<file path="config.mk">
export PLATFORM = sky130hd
export DESIGN_NAME = fft_bram_sched
export DESIGN_NICKNAME = d
export VERILOG_FILES = /design/src/rtl/fft_bram_sched.sv
export SDC_FILE = /design/constraint.sdc
export NUM_CORES = 1
export LEC_CHECK = 0
export ABC_AREA = 0
export CAP_MARGIN = 20
export CORE_MARGIN = 5
export CORE_UTILIZATION = 60
export CTS_BUF_LIST = sky130_fd_sc_hd__clkbuf_8
export CTS_CLUSTER_DIAMETER = 150
export DETAILED_ROUTE_END_ITERATION = 10
export GPL_ROUTABILITY_DRIVEN = 0
export HOLD_SLACK_MARGIN = 0.03
export PLACE_DENSITY_LB_ADDON = 0.2
export SLEW_MARGIN = 20
export SYNTH_ARGS = -nofsm -noshare
export SYNTH_HDL_FRONTEND = slang
export SYNTH_SLANG_ARGS = --single-unit
</file>
<file path="constraint.sdc">
create_clock -name Clk -period 9.03 [get_ports Clk]
set_input_delay 2.2575 -clock Clk [delete_from_list [all_inputs] [get_ports Clk]]
set_output_delay 2.2575 -clock Clk [all_outputs]
set_load 0.02 [all_outputs]
</file>
<file path="src/rtl/fft_bram_sched.sv">
// Address and write-enable sequencer for a 64-point in-place radix-2 FFT over two
// ping-pong dual-port BRAM banks: bit-reversed load, 6 stages, natural-order unload.
module fft_bram_sched #(
    parameter int BFLY_LAT = 3
) (
    input  logic       Clk,
    input  logic       Rst,
    input  logic       Start,
    input  logic       In_Valid,
    output logic       In_Ready,
    output logic       Out_Valid,
    input  logic       Out_Ready,
    output logic       Out_Last,
    output logic       Busy,
    output logic       Done,
    output logic       Rd_Bank,
    output logic [2:0] Stage,
    output logic       Bf_Valid,
    output logic [4:0] Tw_Addr,
    output logic       Bk0_We_A,
    output logic       Bk0_We_B,
    output logic       Bk1_We_A,
    output logic       Bk1_We_B,
    output logic [5:0] Bk0_Addr_A,
    output logic [5:0] Bk0_Addr_B,
    output logic [5:0] Bk1_Addr_A,
    output logic [5:0] Bk1_Addr_B
);

    localparam int DL        = 1 + BFLY_LAT;
    localparam int STAGE_CYC = 32 + DL;
    localparam int CW        = $clog2(STAGE_CYC);

    typedef enum logic [1:0] {
        S_IDLE,
        S_LOAD,
        S_COMPUTE,
        S_UNLOAD
    } state_t;

    state_t        state_reg;
    logic [5:0]    cnt_reg;
    logic [CW-1:0] cyc_reg;
    logic [2:0]    stage_reg;
    logic          out_valid_reg;
    logic          done_reg;
    logic [4:0]    tw_reg;
    logic          dl_valid_reg [DL];
    logic [5:0]    dl_a_reg     [DL];
    logic [5:0]    dl_b_reg     [DL];

    logic          issue;
    logic [5:0]    k6;
    logic [5:0]    span;
    logic [5:0]    pos;
    logic [5:0]    iss_a;
    logic [5:0]    iss_b;
    logic [4:0]    iss_tw;
    logic [5:0]    rd_a;
    logic [5:0]    rd_b;
    logic          wr_en;
    logic [5:0]    wr_a;
    logic [5:0]    wr_b;
    logic [5:0]    load_addr;

    // Load counter read out bit-reversed gives the in-place FFT input ordering.
    genvar gi;
    generate
        for (gi = 0; gi < 6; gi++) begin : g_brev
            assign load_addr[gi] = cnt_reg[5 - gi];
        end
    endgenerate

    // Butterfly pair k of stage s: insert a zero bit at position s to get a.
    always_comb begin
        issue  = (state_reg == S_COMPUTE) && (cyc_reg < CW'(32));
        k6     = {1'b0, cyc_reg[4:0]};
        span   = 6'd1 << stage_reg;
        pos    = k6 & (span - 6'd1);
        iss_a  = ((k6 >> stage_reg) << (stage_reg + 3'd1)) | pos;
        iss_b  = iss_a + span;
        iss_tw = pos[4:0] << (3'd5 - stage_reg);
        rd_a   = issue ? iss_a : 6'd0;
        rd_b   = issue ? iss_b : 6'd0;
    end

    always_ff @(posedge Clk) begin
        if (Rst) begin
            state_reg     <= S_IDLE;
            cnt_reg       <= '0;
            cyc_reg       <= '0;
            stage_reg     <= '0;
            out_valid_reg <= 1'b0;
            done_reg      <= 1'b0;
        end else begin
            done_reg <= 1'b0;
            case (state_reg)
                S_IDLE: begin
                    if (Start) begin
                        state_reg <= S_LOAD;
                        cnt_reg   <= '0;
                    end
                end
                S_LOAD: begin
                    if (In_Valid) begin
                        cnt_reg <= cnt_reg + 6'd1;
                        if (cnt_reg == 6'd63) begin
                            state_reg <= S_COMPUTE;
                            cyc_reg   <= '0;
                            stage_reg <= '0;
                        end
                    end
                end
                S_COMPUTE: begin
                    // A stage ends only once its last write has left the delay line.
                    if (cyc_reg == CW'(STAGE_CYC - 1)) begin
                        cyc_reg <= '0;
                        if (stage_reg == 3'd5) begin
                            state_reg     <= S_UNLOAD;
                            stage_reg     <= '0;
                            cnt_reg       <= '0;
                            out_valid_reg <= 1'b0;
                        end else begin
                            stage_reg <= stage_reg + 3'd1;
                        end
                    end else begin
                        cyc_reg <= cyc_reg + CW'(1);
                    end
                end
                S_UNLOAD: begin
                    if (!out_valid_reg) begin
                        out_valid_reg <= 1'b1;
                    end else if (Out_Ready) begin
                        if (cnt_reg == 6'd63) begin
                            state_reg     <= S_IDLE;
                            out_valid_reg <= 1'b0;
                            done_reg      <= 1'b1;
                            cnt_reg       <= '0;
                        end else begin
                            cnt_reg <= cnt_reg + 6'd1;
                        end
                    end
                end
                default: state_reg <= S_IDLE;
            endcase
        end
    end

    // Read address and valid travel 1+BFLY_LAT cycles to become the write-back.
    always_ff @(posedge Clk) begin
        if (Rst) begin
            for (int i = 0; i < DL; i++) begin
                dl_valid_reg[i] <= 1'b0;
                dl_a_reg[i]     <= '0;
                dl_b_reg[i]     <= '0;
            end
            tw_reg <= '0;
        end else begin
            dl_valid_reg[0] <= issue;
            dl_a_reg[0]     <= rd_a;
            dl_b_reg[0]     <= rd_b;
            for (int i = 1; i < DL; i++) begin
                dl_valid_reg[i] <= dl_valid_reg[i - 1];
                dl_a_reg[i]     <= dl_a_reg[i - 1];
                dl_b_reg[i]     <= dl_b_reg[i - 1];
            end
            tw_reg <= issue ? iss_tw : 5'd0;
        end
    end

    always_comb begin
        wr_en = dl_valid_reg[DL - 1];
        wr_a  = wr_en ? dl_a_reg[DL - 1] : 6'd0;
        wr_b  = wr_en ? dl_b_reg[DL - 1] : 6'd0;
    end

    always_comb begin
        Bk0_We_A   = 1'b0;
        Bk0_We_B   = 1'b0;
        Bk1_We_A   = 1'b0;
        Bk1_We_B   = 1'b0;
        Bk0_Addr_A = 6'd0;
        Bk0_Addr_B = 6'd0;
        Bk1_Addr_A = 6'd0;
        Bk1_Addr_B = 6'd0;
        case (state_reg)
            S_LOAD: begin
                Bk0_We_A   = In_Valid;
                Bk0_Addr_A = load_addr;
            end
            S_COMPUTE: begin
                if (stage_reg[0]) begin
                    Bk1_Addr_A = rd_a;
                    Bk1_Addr_B = rd_b;
                    Bk0_We_A   = wr_en;
                    Bk0_We_B   = wr_en;
                    Bk0_Addr_A = wr_a;
                    Bk0_Addr_B = wr_b;
                end else begin
                    Bk0_Addr_A = rd_a;
                    Bk0_Addr_B = rd_b;
                    Bk1_We_A   = wr_en;
                    Bk1_We_B   = wr_en;
                    Bk1_Addr_A = wr_a;
                    Bk1_Addr_B = wr_b;
                end
            end
            S_UNLOAD: begin
                // Present the next index on acceptance so DO_B follows without a bubble.
                Bk0_Addr_B = (out_valid_reg && Out_Ready) ? cnt_reg + 6'd1 : cnt_reg;
            end
            default: ;
        endcase
    end

    assign Busy      = (state_reg != S_IDLE);
    assign In_Ready  = (state_reg == S_LOAD);
    assign Out_Valid = out_valid_reg;
    assign Out_Last  = out_valid_reg && (cnt_reg == 6'd63);
    assign Done      = done_reg;
    assign Stage     = stage_reg;
    assign Rd_Bank   = stage_reg[0];
    assign Bf_Valid  = dl_valid_reg[0];
    assign Tw_Addr   = tw_reg;

endmodule

</file>
==> metrics.yaml, run 1 <==
synthCells: 468
endpoint_kind: "output pin"
postCtsHoldBufs: 0
grt_pass1_wl_microns: 16700
crit_path_max_fanout: 19
cts_resized: 0
synth_area_leaders: "dfxtp_1 38%, nor2b_1 7.8%, ha_1 5.6%"
grt_pass1_vias: 3326
hp-class: "reg -> reg"
root_buffer: "clkbuf_8"
setup_tns_ns: 0
fmax_mhz: 127
synth_edf_count: 0
finalHoldViolCount: 0
setup_viol: 0
dieArea_sq_mm: 0.00843
async_flop_share: 0
dpl_worst_slack_ns: 1.78
antenna_found_initial: 0
total_power_uw: 818
post_cts_buffers: 0
cap_violations: 0
status: "complete, no violations"
period_minus_slack_ns: 7.89
htree_levels: 3
drc: 0
ant_nets: 0
slew_headroom: 0.349
cts_tree: "done"
tightest_slew_ns: 0.977
wl_per_cell_microns: 17.8
min_period_over_period: 0.874
die_height_microns: 91.8
synth.avg_cell_area_sq_um: 8.58
grt_usage: 0.248
cts-buffers-inserted: 9
synth_area_leader_cell: "dfxtp_1"
drv_slew: 0
die_x_microns: 91.8
fin_hold_ws_ns: 0.435
leakage_uw: 0.00168
clock_skew_ns: 0.0132
ys_seq_area_frac: 0.379
critPathArrivalTime_ns: 5.64
hpwl_microns: 7250
core_sq_mm: 0.00642
cts_max_path_buffers: 2
worstPathRequired_ns: 6.77
rows: 29
path_clk_slew_ns: 0.10
via_per_inst: 6.11
pin_count: 48
synthFlopType: "dfxtp_1"
cp_slowest_stage_delay_ns: 0.73
critPathSlowestCell: "dfxtp_1"
grt_max_degree: 56
grt.met3_usage: 0.0573
p_per_area_mw_per_mm2: 177
synth_cell_types: 68
setup_ws_ns: 1.14
start_util: 0.625
vias: 3552
synth_top_area_share: 0.379
worstPathCellList: "inv_1, ha_1, nor2b_1, inv_1, ha_1, nand2b_1, and3_1, o21ai_0, o21ai_0, a21oi_1, inv_1, ha_1, a21oi_1, or2_2, o2111ai_1, a31o_1, or4_1, nand3_1, clkdlybuf4s50_1"
syn_area_sq_mm: 0.00401
nNetsFinal: 523
wl_microns: 10400
clk_latency_ns: 0.36
use_met2: 0.391
io_buffers: 47
grt_util_met1: 0.331
grt-ovfl-total: 0
drt_iter0_markers: 494
synth_seq_cells: 76
syn2layout_area_growth_pct: 15.3
worstSetupPathType: "reg -> out"
ir_worst_vdd_mv: 0.183
synth_nets: 492
top_usage_layer: "met2"
drive_gt1_frac: 0.0734
rsz0062_at_grt: "no"
firstDrtPassIters: 6
start_kind: "register"
antenna_cells: 0
ys_warn_count: 0
clock_sinks: 76
[synthesized netlist by cell type, drive strengths merged, types with 3 or more instances]
master   n
nor2b   51
a31o     3
inv     18
nand4    3
buf     13
dfxtp   76
nor4     5
or2      3
xor2     8
nand3   12
and2    14
clkbuf  16
a22oi   11
ha      18
or3      3
nand2   31
nand2b   5
mux2i    9
a21oi   20
nand3b   3
and3     6
nor2    44
a311oi   3
o21ai   29
xnor2    6
a31oi    5
nor3    11
a211oi   4
[per-stage QoR]
stage          cell area (sq um)  utilization  cells
2_1_floorplan               4010            -    468
3_3_place_gp                4440        0.691    565
3_5_place_dp                4440        0.691    565
4_1_cts                     4630        0.720    581
5_1_grt                     4630        0.720    581
6_report                    4630        0.720    581
[cells in the final DEF, fill, tap and decap left out, types with 6 or more instances in the layout]
master and n:
dfxtp_1 76, nor2b_1 50, clkdlybuf4s50_1 46, nor2_1 43
nand2_1 31, o21ai_0 27, inv_1 18, a21oi_1 18
ha_1 18, and2_1 14, nand3_1 12, a22oi_1 11
nor3_1 10, mux2i_1 9, clkbuf_8 9, xor2_1 8
and3_1 6, xnor2_1 6
[power by group]
group | internal [uW] | total (uW) | switching, uW | leakage [uW]
combinational | 71.2 | 211 | 139 | 0.000976
clock | 107 | 251 | 144 | 0.0000947
sequential | 346 | 356 | 10.3 | 0.000613
[worst max-delay path, delay by kind of cell (launching register included)]
kind | cells | cell delay [ns]
AOI/OAI and AO/OA | 6 | 1.36
adders and majority gates | 3 | 0.82
buffers and inverters | 4 | 1.14
DFF | 1 | 0.73
and+or+nand+nor | 6 | 1.24
[cell type report]
class	count	area, sq um
clock inverters	7	65.1
clock buffers	9	124
well taps	77	96.3
inverters	19	71.3
repair buffers	49	480
flip-flops and latches	76	1520
fillers	491	1800
multi-input cells	344	2270
[cells by family after synthesis]
family                   after synthesis  share of synthesized area
flip-flops                            76                      0.379
XOR/XNOR                              14                     0.0305
adder cells (fa/ha/maj)               20                     0.0636
AO/OA/AOI/OAI                         97                      0.161
multiplexers                          10                     0.0253
AND/OR/NAND/NOR                      203                      0.285
buffers and inverters                 48                     0.0558
[path summary, 6_finish.rpt]
path / start / to / slack [ns] / depth (start not counted)
worst max-delay path: Stage[1]$_SDFFE_PP0P_ / Bk1_Addr_B[5] / 1.14 / 19
worst min-delay path: dl_a_reg[2][4]$_SDFF_PP0_ / dl_a_reg[3][4]$_SDFF_PP0_ / 0.44 / 1
worst max register to register: Stage[1]$_SDFFE_PP0P_ / dl_b_reg[0][5]$_SDFF_PP0_ / 4.41 / 18
worst min register to register: dl_a_reg[2][4]$_SDFF_PP0_ / dl_a_reg[3][4]$_SDFF_PP0_ / 0.44 / 1
[routing by layer]
| metal | share of wire | routed length [microns] | up-vias |
|---|---|---|---|
| li1 | - | - | 1691 |
| met1 | 0.41 | 4260 | 1640 |
| met3 | 0.10 | 1090 | 23 |
| met2 | 0.46 | 4780 | 198 |
| met4 | 0.023 | 235 | 0 |
| met5 | 0 | 0 | - |
No activity file was read; power rests on OpenSTA's default activity.
==> run 2: changes to the inputs <==
--- a/config.mk
+++ b/config.mk
@@ -5,7 +5,6 @@
 export SDC_FILE = /design/constraint.sdc
 export NUM_CORES = 1
 export LEC_CHECK = 0
-export ABC_AREA = 0
 export CAP_MARGIN = 20
 export CORE_MARGIN = 5
 export CORE_UTILIZATION = 60
@@ -13,7 +12,7 @@
 export CTS_CLUSTER_DIAMETER = 150
 export DETAILED_ROUTE_END_ITERATION = 10
 export GPL_ROUTABILITY_DRIVEN = 0
-export HOLD_SLACK_MARGIN = 0.03
+export HOLD_SLACK_MARGIN = 0.06
 export PLACE_DENSITY_LB_ADDON = 0.2
 export SLEW_MARGIN = 20
 export SYNTH_ARGS = -nofsm -noshare
==> results of run 2 <==
No change in the layout: final DEF, timing and power equal those of run 1.
==> run 3: changes to the inputs <==
--- a/config.mk
+++ b/config.mk
@@ -5,6 +5,7 @@
 export SDC_FILE = /design/constraint.sdc
 export NUM_CORES = 1
 export LEC_CHECK = 0
+export ABC_CLOCK_PERIOD_IN_PS = 9030
 export CAP_MARGIN = 20
 export CORE_MARGIN = 5
 export CORE_UTILIZATION = 60
@@ -12,8 +13,10 @@
 export CTS_CLUSTER_DIAMETER = 150
 export DETAILED_ROUTE_END_ITERATION = 10
 export GPL_ROUTABILITY_DRIVEN = 0
+export GPL_TIMING_DRIVEN = 0
 export HOLD_SLACK_MARGIN = 0.06
 export PLACE_DENSITY_LB_ADDON = 0.2
+export SKIP_CTS_REPAIR_TIMING = 1
 export SLEW_MARGIN = 20
 export SYNTH_ARGS = -nofsm -noshare
 export SYNTH_HDL_FRONTEND = slang
==> metrics.yaml, run 3 (synthesized netlist as in run 1, its figures left out) <==
status: "complete, no violations"
antenna_found_initial: 0  # unchanged
fin_hold_ws_ns: 0.430  # -0.00514 ns
min_period_over_period: 0.905  # +0.0304
die_height_microns: 91.8  # unchanged
final_cell_mix: "76 x dfxtp_1, 50 x nor2b_1, 46 x clkdlybuf4s50_1"
drt_iter0_markers: 347  # -30%
die_x_microns: 91.8  # unchanged
fmax_mhz: 122  # -3.4%
cap_violations: 0  # unchanged
slew_headroom: 0.309  # -0.0393
p_per_area_mw_per_mm2: 172  # -3.0%
ant_nets: 0  # unchanged
tightest_slew_ns: 1.03  # +0.0519 ns
vias: 3628  # +2.1%
drive_gt1_frac: 0.0868  # +0.0134
grt_max_degree: 17  # -70%
via_per_inst: 5.98  # -2.2%
placed_cells: 591  # +4.6%
pin_count: 48  # unchanged
clock_sinks: 76  # unchanged
htree_levels: 3  # unchanged
setup_tns_ns: 0  # unchanged
ir_worst_vdd_mv: 0.136  # -25%
setup_viol: 0  # unchanged
cts_tree: "done"
grt-ovfl-total: 0  # unchanged
n_fill_cell: 494  # +0.61%
grt_usage: 0.258  # +0.0105
met1Wirelength_microns: 4480  # +5.2%
grt_pass1_vias: 3515  # +5.7%
antenna_cells: 0  # unchanged
firstDrtPassIters: 5  # -1
instances_no_fill: 607  # +4.5%
rsz0062_at_grt: "no"
nNetsFinal: 549  # +5.0%
critPathArrivalTime_ns: 5.91  # +0.27 ns
root_buffer: "clkbuf_8"
rows: 29  # unchanged
core_sq_mm: 0.00642  # unchanged
cts_max_path_buffers: 2  # unchanged
grt_pass1_wl_microns: 17500  # +4.6%
path_clk_slew_ns: 0.09  # about the same
met2_length_microns: 4850  # +1.4%
final_common_cell: "dfxtp_1"
wl_met3_microns: 844  # -22%
wl_per_cell_microns: 17.4  # -2.7%
fin_util: 0.741  # +0.0207
cts-buffers-inserted: 9  # unchanged
leakage_uw: 0.00176  # +4.4%
start_util: 0.625  # unchanged
drv_slew: 0  # unchanged
hp-class: "reg -> reg"
worstSetupPathType: "reg -> out"
io_buffers: 46  # -2.1%
start_kind: "register"
clk_latency_ns: 0.35  # about the same
worstPathRequired_ns: 6.77  # about the same
dieArea_sq_mm: 0.00843  # unchanged
syn2layout_area_growth_pct: 18.6
endpoint_kind: "output pin"
total_power_uw: 817  # -0.22%
period_minus_slack_ns: 8.17  # +0.274 ns
finalHoldViolCount: 0  # unchanged
wl_microns: 10500  # +1.6%
clock_skew_ns: 0.00971  # -0.00352 ns
highest_layer: "met4"
drc: 0  # unchanged
crit_path_max_fanout: 11  # -8
hpwl_microns: 7800  # +7.6%
==> run 3: layer usage <==
layer,vias up,GRT usage
met5,-,0
met3,33,0.0573
met1,1696,0.332
met4,0,0.139
met2,155,0.405
li1,1744,-
==> run 3: worst paths after layout <==
kind              cells after the start                         to  slack, ns                      start
setup / recovery                     19              Bk1_Addr_B[5]       0.86      Stage[0]$_SDFFE_PP0P_
setup reg to reg                     18  dl_b_reg[0][5]$_SDFF_PP0_       4.16      Stage[0]$_SDFFE_PP0P_
hold / removal                        1  dl_b_reg[3][2]$_SDFF_PP0_       0.43  dl_b_reg[2][2]$_SDFF_PP0_
hold reg to reg                       1  dl_b_reg[3][2]$_SDFF_PP0_       0.43  dl_b_reg[2][2]$_SDFF_PP0_
==> run 3: report_power, final <==
group / switching, uW / internal (uW) / leakage, uW
Combinational: 140 / 73.7 / 0.00105
Sequential: 11.8 / 346 / 0.000613
Clock: 139 / 106 / 0.0000943
==> run 3: layout make-up <==
type	count	area, sq um	area share
clock buffer	9	124	0.0260
clock inverter	7	65.1	0.0137
multi-input combinational	344	2270	0.477
timing repair buffer	46	460	0.0967
sequential	76	1520	0.320
tap	77	96.3	0.0202
inverter	19	71.3	0.0150
buffer	29	153	0.0321
==> run 3: critical path: stages, from the launching register on <==
cell,delay (ns)
dfxtp_1,0.45
inv_1,0.18
clkbuf_1,0.42
ha_1,0.26
or2b_2,0.33
ha_1,0.22
nand2b_1,0.09
nor3_1,0.05
o21ai_0,0.28
o21ai_0,0.16
a21oi_1,0.45
inv_1,0.18
ha_1,0.37
a21oi_1,0.30
or2_2,0.16
o2111ai_1,0.08
a31o_1,0.28
or4_1,0.52
nand3_1,0.12
clkdlybuf4s50_1,0.62
==> run 3: stage by stage <==
stage	worst slack, ns	instance area (sq um)
after floorplan	2.81	4010
after global placement	1.49	4570
after detailed placement	1.37	4570
after CTS	0.927	4760
after global routing	0.572	4760
final	0.862	4760
